<file path="src/rtl/cv32e40p_core_v_xif_pkg.sv">
// CV-X-IF types shared by the core-side offload controller.
// Holds the X_OFFLOAD_SB_CHECK_EN-independent state and scoreboard types.
package cv32e40p_core_v_xif_pkg;

  localparam int X_ID_W = 4;
  localparam int X_OFFLOAD_MAX_OUTSTANDING = 4;

  typedef struct packed {
    logic [31:0]       instr;
    logic [1:0][31:0]  rs;
    logic [1:0]        rs_valid;
    logic [X_ID_W-1:0] id;
  } x_issue_req_t;

  typedef struct packed {
    logic accept;
    logic writeback;
  } x_issue_resp_t;

  typedef struct packed {
    logic [X_ID_W-1:0] id;
    logic              commit_kill;
  } x_commit_t;

  typedef struct packed {
    logic [X_ID_W-1:0] id;
    logic [31:0]       data;
    logic [4:0]        rd;
    logic              we;
  } x_result_t;

  typedef enum logic [1:0] {
    IDLE,
    ISSUE,
    COMMIT
  } x_offload_state_e;

  typedef struct packed {
    logic pending;
    logic writeback;
  } sb_entry_t;

endpackage

</file>
<file path="src/rtl/cv32e40p_x_scoreboard.sv">
// Per-ID pending/writeback tracking and outstanding counter
// for offloaded instructions.
module cv32e40p_x_scoreboard
  import cv32e40p_core_v_xif_pkg::*;
#(
  parameter int ID_W    = 4,
  parameter int MAX_OUT = 4
) (
  input  logic            i_clk,
  input  logic            i_rst_n,
  input  logic            i_set,
  input  logic [ID_W-1:0] i_set_id,
  input  logic            i_set_wb,
  input  logic            i_kill_clr,
  input  logic [ID_W-1:0] i_kill_id,
  input  logic            i_res_clr,
  input  logic [ID_W-1:0] i_res_id,
  output logic            o_full,
  output logic            o_set_busy,
  output logic            o_res_hit
);

  localparam int N  = 2**ID_W;
  localparam int CW = $clog2(MAX_OUT + 1);

  sb_entry_t     r_sb [N];
  logic [CW-1:0] r_cnt;
  logic [CW-1:0] w_dec;
  logic          w_dup;
  logic [N-1:0]  w_unused_wb;

  // A result and a commit-kill for the same id retire one entry.
  assign w_dup = i_kill_clr && i_res_clr && (i_kill_id == i_res_id);

  always_comb begin
    w_dec = CW'(i_kill_clr) + CW'(i_res_clr) - CW'(w_dup);
  end

  always_comb begin
    w_unused_wb = '0;
    for (int i = 0; i < N; i++) begin
      w_unused_wb[i] = r_sb[i].writeback;
    end
  end

  always_ff @(posedge i_clk or negedge i_rst_n) begin
    if (!i_rst_n) begin
      for (int i = 0; i < N; i++) begin
        r_sb[i] <= '0;
      end
      r_cnt <= '0;
    end else begin
      for (int i = 0; i < N; i++) begin
        if (i_kill_clr && i_kill_id == ID_W'(i)) begin
          r_sb[i] <= '0;
        end
        if (i_res_clr && i_res_id == ID_W'(i)) begin
          r_sb[i] <= '0;
        end
        if (i_set && i_set_id == ID_W'(i)) begin
          r_sb[i] <= {1'b1, i_set_wb};
        end
      end
      r_cnt <= r_cnt + CW'(i_set) - w_dec;
    end
  end

  assign o_full     = (r_cnt == CW'(MAX_OUT));
  assign o_set_busy = r_sb[i_set_id].pending;
  assign o_res_hit  = r_sb[i_res_id].pending;

endmodule

</file>
<file path="src/rtl/cv32e40p_x_offload_ctrl.sv">
// CV-X-IF initiator: issue/commit/result sequencing for the EX stage.
// X_OFFLOAD_SB_CHECK_EN enables result-ID checking and the ID reuse guard.
module cv32e40p_x_offload_ctrl
  import cv32e40p_core_v_xif_pkg::*;
#(
  parameter int X_ID_WIDTH      = X_ID_W,
  parameter int MAX_OUTSTANDING = X_OFFLOAD_MAX_OUTSTANDING
) (
  input  logic          clk_i,
  input  logic          rst_ni,
  input  logic          ex_valid_i,
  output logic          ex_ready_o,
  input  logic [31:0]   ex_instr_i,
  input  logic [31:0]   ex_rs1_i,
  input  logic [31:0]   ex_rs2_i,
  input  logic [1:0]    ex_rs_valid_i,
  input  logic          ex_kill_i,
  output logic          illegal_instr_o,
  output logic          x_issue_valid_o,
  input  logic          x_issue_ready_i,
  output x_issue_req_t  x_issue_req_o,
  input  x_issue_resp_t x_issue_resp_i,
  output logic          x_commit_valid_o,
  output x_commit_t     x_commit_o,
  input  logic          x_result_valid_i,
  output logic          x_result_ready_o,
  input  x_result_t     x_result_i,
  output logic          wb_we_o,
  output logic [4:0]    wb_waddr_o,
  output logic [31:0]   wb_wdata_o,
  input  logic          wb_ready_i,
  output logic          err_o
);

  x_offload_state_e        r_state;
  x_offload_state_e        w_state_n;
  logic [X_ID_WIDTH-1:0]   r_id;
  logic [X_ID_WIDTH-1:0]   r_cid;
  logic                    r_kill;
  logic                    r_ckill;
  logic                    r_accept;
  logic                    r_wb_we;
  logic [4:0]              r_wb_waddr;
  logic [31:0]             r_wb_wdata;
  logic                    w_full;
  logic                    w_id_busy;
  logic                    w_res_hit;
  logic                    w_issue_hs;
  logic                    w_res_hs;
  logic                    w_res_ok;
  logic                    w_blocked;
  logic                    w_kill_clr;

  assign w_issue_hs       = (r_state == ISSUE) && x_issue_ready_i;
  assign w_res_hs         = x_result_valid_i && wb_ready_i;
  assign x_result_ready_o = wb_ready_i;

`ifdef X_OFFLOAD_SB_CHECK_EN
  logic r_err;
  assign w_blocked = w_full || w_id_busy;
  assign w_res_ok  = w_res_hs && w_res_hit;
  assign err_o     = r_err;

  always_ff @(posedge clk_i or negedge rst_ni) begin
    if (!rst_ni) begin
      r_err <= 1'b0;
    end else if (w_res_hs && !w_res_hit) begin
      r_err <= 1'b1;
    end
  end
`else
  logic w_unused_chk;
  assign w_blocked    = w_full;
  assign w_res_ok     = w_res_hs;
  assign err_o        = 1'b0;
  assign w_unused_chk = w_id_busy ^ w_res_hit;
`endif

  // Accepted but killed: no result will come, retire it at commit.
  assign w_kill_clr = (r_state == COMMIT) && r_accept
                    && (r_ckill || ex_kill_i);

  cv32e40p_x_scoreboard #(
    .ID_W    (X_ID_WIDTH),
    .MAX_OUT (MAX_OUTSTANDING)
  ) u_sb (
    .i_clk      (clk_i),
    .i_rst_n    (rst_ni),
    .i_set      (w_issue_hs && x_issue_resp_i.accept),
    .i_set_id   (r_id),
    .i_set_wb   (x_issue_resp_i.writeback),
    .i_kill_clr (w_kill_clr),
    .i_kill_id  (r_cid),
    .i_res_clr  (w_res_ok),
    .i_res_id   (x_result_i.id),
    .o_full     (w_full),
    .o_set_busy (w_id_busy),
    .o_res_hit  (w_res_hit)
  );

  always_comb begin
    w_state_n        = r_state;
    ex_ready_o       = 1'b0;
    illegal_instr_o  = 1'b0;
    x_issue_valid_o  = 1'b0;
    x_issue_req_o    = '0;
    x_commit_valid_o = 1'b0;
    x_commit_o       = '0;
    unique case (r_state)
      IDLE: begin
        if (ex_valid_i) begin
          if (ex_kill_i) begin
            ex_ready_o = 1'b1;
          end else if (!w_blocked) begin
            w_state_n = ISSUE;
          end
        end
      end
      ISSUE: begin
        x_issue_valid_o        = 1'b1;
        x_issue_req_o.instr    = ex_instr_i;
        x_issue_req_o.rs[0]    = ex_rs1_i;
        x_issue_req_o.rs[1]    = ex_rs2_i;
        x_issue_req_o.rs_valid = ex_rs_valid_i;
        x_issue_req_o.id       = r_id;
        if (x_issue_ready_i) begin
          w_state_n = COMMIT;
        end
      end
      COMMIT: begin
        x_commit_valid_o       = 1'b1;
        x_commit_o.id          = r_cid;
        x_commit_o.commit_kill = r_ckill || ex_kill_i || !r_accept;
        ex_ready_o             = 1'b1;
        illegal_instr_o        = !r_accept && !r_ckill;
        w_state_n              = IDLE;
      end
      default: w_state_n = IDLE;
    endcase
  end

  always_ff @(posedge clk_i or negedge rst_ni) begin
    if (!rst_ni) begin
      r_state    <= IDLE;
      r_id       <= '0;
      r_cid      <= '0;
      r_kill     <= 1'b0;
      r_ckill    <= 1'b0;
      r_accept   <= 1'b0;
      r_wb_we    <= 1'b0;
      r_wb_waddr <= '0;
      r_wb_wdata <= '0;
    end else begin
      r_state <= w_state_n;
      r_wb_we <= w_res_ok && x_result_i.we;
      if (w_res_ok && x_result_i.we) begin
        r_wb_waddr <= x_result_i.rd;
        r_wb_wdata <= x_result_i.data;
      end
      // Valid may not drop once raised; a kill is remembered instead.
      if (r_state == ISSUE) begin
        if (x_issue_ready_i) begin
          r_kill   <= 1'b0;
          r_ckill  <= r_kill || ex_kill_i;
          r_accept <= x_issue_resp_i.accept;
          r_cid    <= r_id;
          r_id     <= r_id + X_ID_WIDTH'(1);
        end else if (ex_kill_i) begin
          r_kill <= 1'b1;
        end
      end
    end
  end

  assign wb_we_o    = r_wb_we;
  assign wb_waddr_o = r_wb_waddr;
  assign wb_wdata_o = r_wb_wdata;

endmodule
</file>
<file path="config.mk">
export PLATFORM = sky130hd
export DESIGN_NAME = cv32e40p_x_offload_ctrl
export DESIGN_NICKNAME = d
export VERILOG_FILES = /design/src/rtl/cv32e40p_core_v_xif_pkg.sv /design/src/rtl/cv32e40p_x_scoreboard.sv /design/src/rtl/cv32e40p_x_offload_ctrl.sv
export SDC_FILE = /design/constraint.sdc
export NUM_CORES = 1
export LEC_CHECK = 0
export CAP_MARGIN = 10
export CORE_ASPECT_RATIO = 0.5
export CORE_UTILIZATION = 27
export CTS_CLUSTER_SIZE = 8
export DETAILED_ROUTE_END_ITERATION = 6
export GPL_ROUTABILITY_DRIVEN = 0
export PLACE_DENSITY = 0.86
export SETUP_SLACK_MARGIN = 0.02
export SLEW_MARGIN = 0
export SYNTH_ARGS = -nofsm -noshare
export SYNTH_HDL_FRONTEND = slang
export SYNTH_SLANG_ARGS = --single-unit
</file>
<file path="constraint.sdc">
create_clock -name clk_i -period 2.4 [get_ports clk_i]
set_clock_uncertainty 0.2 [all_clocks]
set_input_delay 0.36 -clock clk_i [delete_from_list [all_inputs] [get_ports clk_i]]
set_output_delay 0.36 -clock clk_i [all_outputs]
set_load 0.05 [all_outputs]
</file>
**Word level (Yosys, flattened, before mapping)**

Cells that the tools add are included.

- Bits in read-only memories: 0
- Flip-flop bits (word level): 54
- Memories kept: 0
- Latch bits: 0
- Memory bits (writable): 0
- Word-level logic and storage cells: 57

- $add $sub $neg: 5
- $mul: 0
- Bitwise gates (word level): 0
- Div/mod/pow operators: 0
- Magnitude comparators: 0
- Equality and inequality tests: 8
- Reduce and logical (&&, ||, !) cells: 19
- Multiplexer cells: 15
- Shift-type cells: 0

Operators by type and width:

| operator | number |
|---|---|
| 2-to-1 mux 102 bit | 1 |
| logical AND 1 bit | 9 |
| 2-to-1 mux 2 bit | 4 |
| inequality test 2 bit, second input constant | 4 |
| 2-to-1 mux 1 bit | 7 |
| 2-to-1 mux 5 bit | 1 |
| adder 4 x 1 -> 4 bit, second input constant | 1 |
| == test 4 bit | 1 |
| one-hot mux 2 bit (2 select lines) | 1 |
| AND reduction 2 bit | 2 |
| AND reduction 4 bit | 1 |
| adder 3 x 1 -> 3 bit | 1 |
| == test 3 bit, second input constant | 1 |
| logical OR 1 bit | 3 |
| subtractor 3 x 1 -> 3 bit | 1 |
| subtractor 3 bit | 1 |
| adder 1 x 1 -> 2 bit | 1 |
| == test 2 x 1 -> 1 bit, second input constant | 1 |
| == test 2 bit, second input constant | 1 |
| logical NOT 1 bit | 2 |
| logical NOT 2 bit | 1 |
| one-hot mux 1 bit (2 select lines) | 1 |
| nonzero test 2 bit | 1 |

**Depth between registers and ports, before layout**

- Depth after elaboration: 7
- Depth in mapped cells: 8

**Modules after synthesis**

Synthesis repeated with hierarchy kept, for this count alone.

- Cells, all modules: 371
- Area total of the unflattened synthesis: 4212.8 um^2

Modules (own cells, without submodules):

| module | cells each | seq. area each (um^2) | area an instance (um^2) | instances |
|---|---|---|---|---|
| cv32e40p_x_offload_ctrl | 248 | 1276.2 | 2837.7 | 1 |
| cv32e40p_x_scoreboard | 123 | 475.5 | 1375.1 | 1 |

**Worst setup path after synthesis**

Ideal clock, no wire load.

- Kind: reg2reg
- From: register r_state[0]
- To: register u_sb.r_cnt[2]
- Arrival: 2266 ps
- Stages on the path, launching flop included: 9
- Path buffers: 0
- Data required time: 2077 ps
- Clock period less this slack: 2588 ps
- Slack: -188 ps
- Cell sequence: dfrtp_1 -> nand2b_1 -> nor3b_1 -> ha_1 -> ha_1 -> inv_1 -> fa_1 -> fa_1 -> xnor2_1

- Word-level cells in the longest chain between the ends: 7
- Elaborated cells between the ends (all ways): 12
- Those cells by class: add/sub: 4; eq/ne: 2; reduce/logical: 6

Ends and longest elaborated chain:

| item | RTL line | RTL |
|---|---|---|
| from (decl) | cv32e40p_x_offload_ctrl.sv:35 | `x_offload_state_e r_state;` |
| from (signal assigned) | cv32e40p_x_offload_ctrl.sv:154 | `r_state <= w_state_n;` |
| == test 2 bit | cv32e40p_x_offload_ctrl.sv:80 | `assign w_kill_clr = (r_state == COMMIT) && r_accept` |
| logical AND 1 bit | cv32e40p_x_offload_ctrl.sv:80 |  |
| logical AND 1 bit | cv32e40p_x_offload_ctrl.sv:81 | `&& (r_ckill \|\| ex_kill_i);` |
| logical AND 1 bit (2 in a row) | cv32e40p_x_scoreboard.sv:33 | `assign w_dup = i_kill_clr && i_res_clr && (i_kill_id == i_res_id);` |
| subtractor 3 x 1 -> 3 bit | cv32e40p_x_scoreboard.sv:36 | `w_dec = CW'(i_kill_clr) + CW'(i_res_clr) - CW'(w_dup);` |
| subtractor 3 bit (*) | cv32e40p_x_scoreboard.sv:64 | `r_cnt <= r_cnt + CW'(i_set) - w_dec;` |
| to (signal assigned) | cv32e40p_x_scoreboard.sv:64 |  |
| to (decl) | cv32e40p_x_scoreboard.sv:27 | `logic [CW-1:0] r_cnt;` |

Mark *: on every way between the ends. The rest lies on a longest branch, timed or not.
A chain may end at the register's enable or synchronous reset.

**Worst setup path after layout**

Same ends and word-level chain as after synthesis.

==> results by group <==
Run status
  – Run status: finished, violations left
  – Failing checks: negative setup slack

Global route
  – Number of global-route vias before repair: 3507
  – Pin count of the biggest net entering global routing: 33
  – Global route overflow: 0
  – GRT Util Overall: 0.241
  – First-pass GRT wire length: 20700 um
  – Initial antenna violation count: 0

Routing
  – Routed len/inst: 20.2 um
  – DRC: 0
  – Post-route antenna net violation count: 0
  – Vias/cell: 4.56
  – DRT Wirelength: 14600 um
  – Pre-antenna DRT Iters: 4
  – Drt initial violations: 100
  – Via total after detailed routing: 3303

Logic synthesis
  – Mapped Area: 3020 um^2
  – Area leader, netlist: dfrtp_1
  – Synthesized flop and latch total: 54
  – Synth Area per Inst: 11.3 um^2
  – Async set-reset flop share out of synthesis: 1.00
  – Top FF cell, synth: dfrtp_1
  – Most frequent cell after synthesis: and2_1
  – Synth area leaders: dfrtp_1 45%, and2_1 22%, mux2_4 9.4%
  – Synthesis Warnings: 0
  – Yosys cell types: 30
  – Count of mapped cells out of synthesis: 268
  – Syn_nets: 423
  – Synth top cells by count: 107 x and2_1, 54 x dfrtp_1, 23 x mux2_2
  – EDFF count, synth: 0
  – Post-synth top area share: 0.447
  – Sequential area share after synthesis: 0.447

STA
  – Slew headroom: 0.622
  – Final Cycle Share: 1.04
  – Final Slew Violations: 0
  – Final setup margin: -0.0850 ns
  – Final setup fails: 2
  – Fmax: 402 MHz
  – Least-Margin Pin Slew: 0.565 ns
  – Final Hold Fails: 0
  – Final worst path period need: 2.48 ns
  – Worst hold margin: 0.307 ns
  – RSZ-0062 raised after global routing: true

Setup path
  – Worst Setup End Kind: flop
  – CP Data Arrival Time: 2.45 ns
  – Worst R2R End: u_sb.r_cnt[2]
  – Critical path class: flop to flop
  – Worst Reg-to-Reg Cells: 8
  – Crit start category: flop
  – Reg2reg start: r_state[0]
  – Critical Path RT: 2.37 ns
  – Critical Path Fanout Max: 2
  – R2R Setup Slk: -0.08 ns

Floorplanning
  – Row count: 26
  – CORE AREA: 10500 um^2
  – Die width: 152 um
  – Starting Density: 0.287
  – Die area: 11600 um^2
  – I/O pin count: 300
  – Die height: 76.8 um

Clocking
  – Clk root buf: clkbuf_16
  – CTS tree: yes
  – CTS buffer count: 5
  – CTS max path bufs: 2
  – Worst skew pair latency: 0.29 ns
  – H-tree levels: 2
  – Total clock sinks: 54
  – Clk pin slew, worst setup/hold paths: 0.07 ns

Layout
  – P&R area growth vs syn: 153%
  – Final Net Count: 739
  – # diodes: 0
  – Final Non-Filler Cells: 724
  – Share of layout cells above drive strength 1: 0.363

Placed design
  – Dpl cells: 704
  – Post-DP HPWL: 11200 um
  – Place WS: -0.566 ns
  – PortBufs: 297

Pwr
  – Overall Power: 6.76 mW
  – P per Cell Area: 885 nW/um^2
  – Worst VDD drop: 508 uV
  – Leak Pwr: 3.31 nW

Hold path
  – Class of the worst hold path: flop to flop
  – Hold path start: wb_wdata_o[12]
  – Worst Hold Depth: 1
  – Hold path endpoint: wb_wdata_o[12]

Flow run
  – Max Cap Viol: 0
-- state kept, by name (all words and copies together) (netlist names) --
signal and flops:
wb_wdata_o 32, wb_waddr_o 5, r_cid 4, r_id 4, u_sb.r_cnt 3, r_state 2, r_accept 1, r_ckill 1
r_kill 1, wb_we_o 1
-- critical path, stage by stage (launching register included) --
cell and delay (ns):
dfrtp_1 0.40, nand2b_4 0.16, nor3b_4 0.20, ha_4 0.24, ha_4 0.26, inv_2 0.04, fa_2 0.39, fa_2 0.35
xnor2_1 0.13
-- final cells by class --
type,instances,area [um^2]
multi-input cells,192,1630
well taps,140,175
inverters,7,26.3
clock buffers,5,125
clock inverters,2,15.0
fillers,648,2900
flip-flops and latches,54,1350
repair buffers,324,4320
-- metal layers --
metal | vias up | routed length, um | track usage
met5 | - | 0 | 0
met4 | 0 | 314 | 0.0723
li1 | 1480 | - | -
met3 | 24 | 971 | 0.0500
met2 | 147 | 7970 | 0.464
met1 | 1652 | 5370 | 0.261
-- logic make-up (layout without fill, tap and decap cells) --
group	count (synthesis)	in the layout	synth area share
and+or+nand+nor	126	128	0.260
DFF	54	54	0.447
muxes	42	42	0.180
buffers and inverters	24	338	0.0443
xor gates and xnor gates	9	9	0.0261
adders and majority gates	6	6	0.0298
AOI/OAI and AO/OA	6	6	0.0108
other	1	1	0.00124
-- power by group --
group / total (mW) / switching, mW / internal [mW] / leakage (nW)
logic: 4.70 / 2.50 / 2.20 / 2.60
clock network: 0.702 / 0.321 / 0.381 / 0.0619
registers: 1.36 / 0.207 / 1.15 / 0.648
-- cells in the final DEF, fill, tap and decap left out, types with 2 or more instances in the layout --
cell and n:
nor2_1 3, clkdlybuf4s50_1 182, clkbuf_16 8, and2b_4 2, inv_2 2, fa_2 2, mux2_2 23, dlygate4sd2_1 2
inv_1 5, buf_12 108, buf_4 25, nand2_1 2, a21oi_1 4, clkinvlp_4 2, mux2_4 19, xor2_1 2
and2_4 10, dfrtp_1 54, ha_1 2, and2_1 97, xnor2_1 7, ha_4 2, nor3_1 2
-- metrics by stage --
stage               cell area, um^2  setup TNS (ns)   util
finish                         7640          -0.149  0.725
global route                   7640          -0.200  0.725
CTS                            7520         -0.0502  0.713
detailed placement             7270           -1.29  0.689
global placement               7270           -1.18  0.689
floorplan                      3040         -0.0434      -
-- worst max-delay path by stage --
stage	startpoint	to	slack, ns	cells past startpoint
finish	r_state[0]	u_sb.r_cnt[2]	-0.08	8
global route	r_state[0]	u_sb.r_cnt[2]	-0.12	8
CTS	r_state[0]	u_sb.r_cnt[2]	-0.04	8
global placement	ex_kill_i	u_sb.r_cnt[2]	-0.52	9
detailed placement	ex_kill_i	u_sb.r_cnt[2]	-0.57	9
floorplan	r_state[0]	u_sb.r_cnt[2]	-0.03	8
-- timing repair --
item | in CTS | in global routing
buffers inserted | 5 | 1
endpoints found under the hold margin | 23 | 0
pin swaps | 5 | 0
hold buffers | 1 | 0
cloned | 2 | 4
resized for setup | 8 | 14
endpoints found under the setup margin | 82 | 39
Note: power is estimated with default switching activity, not from simulation.
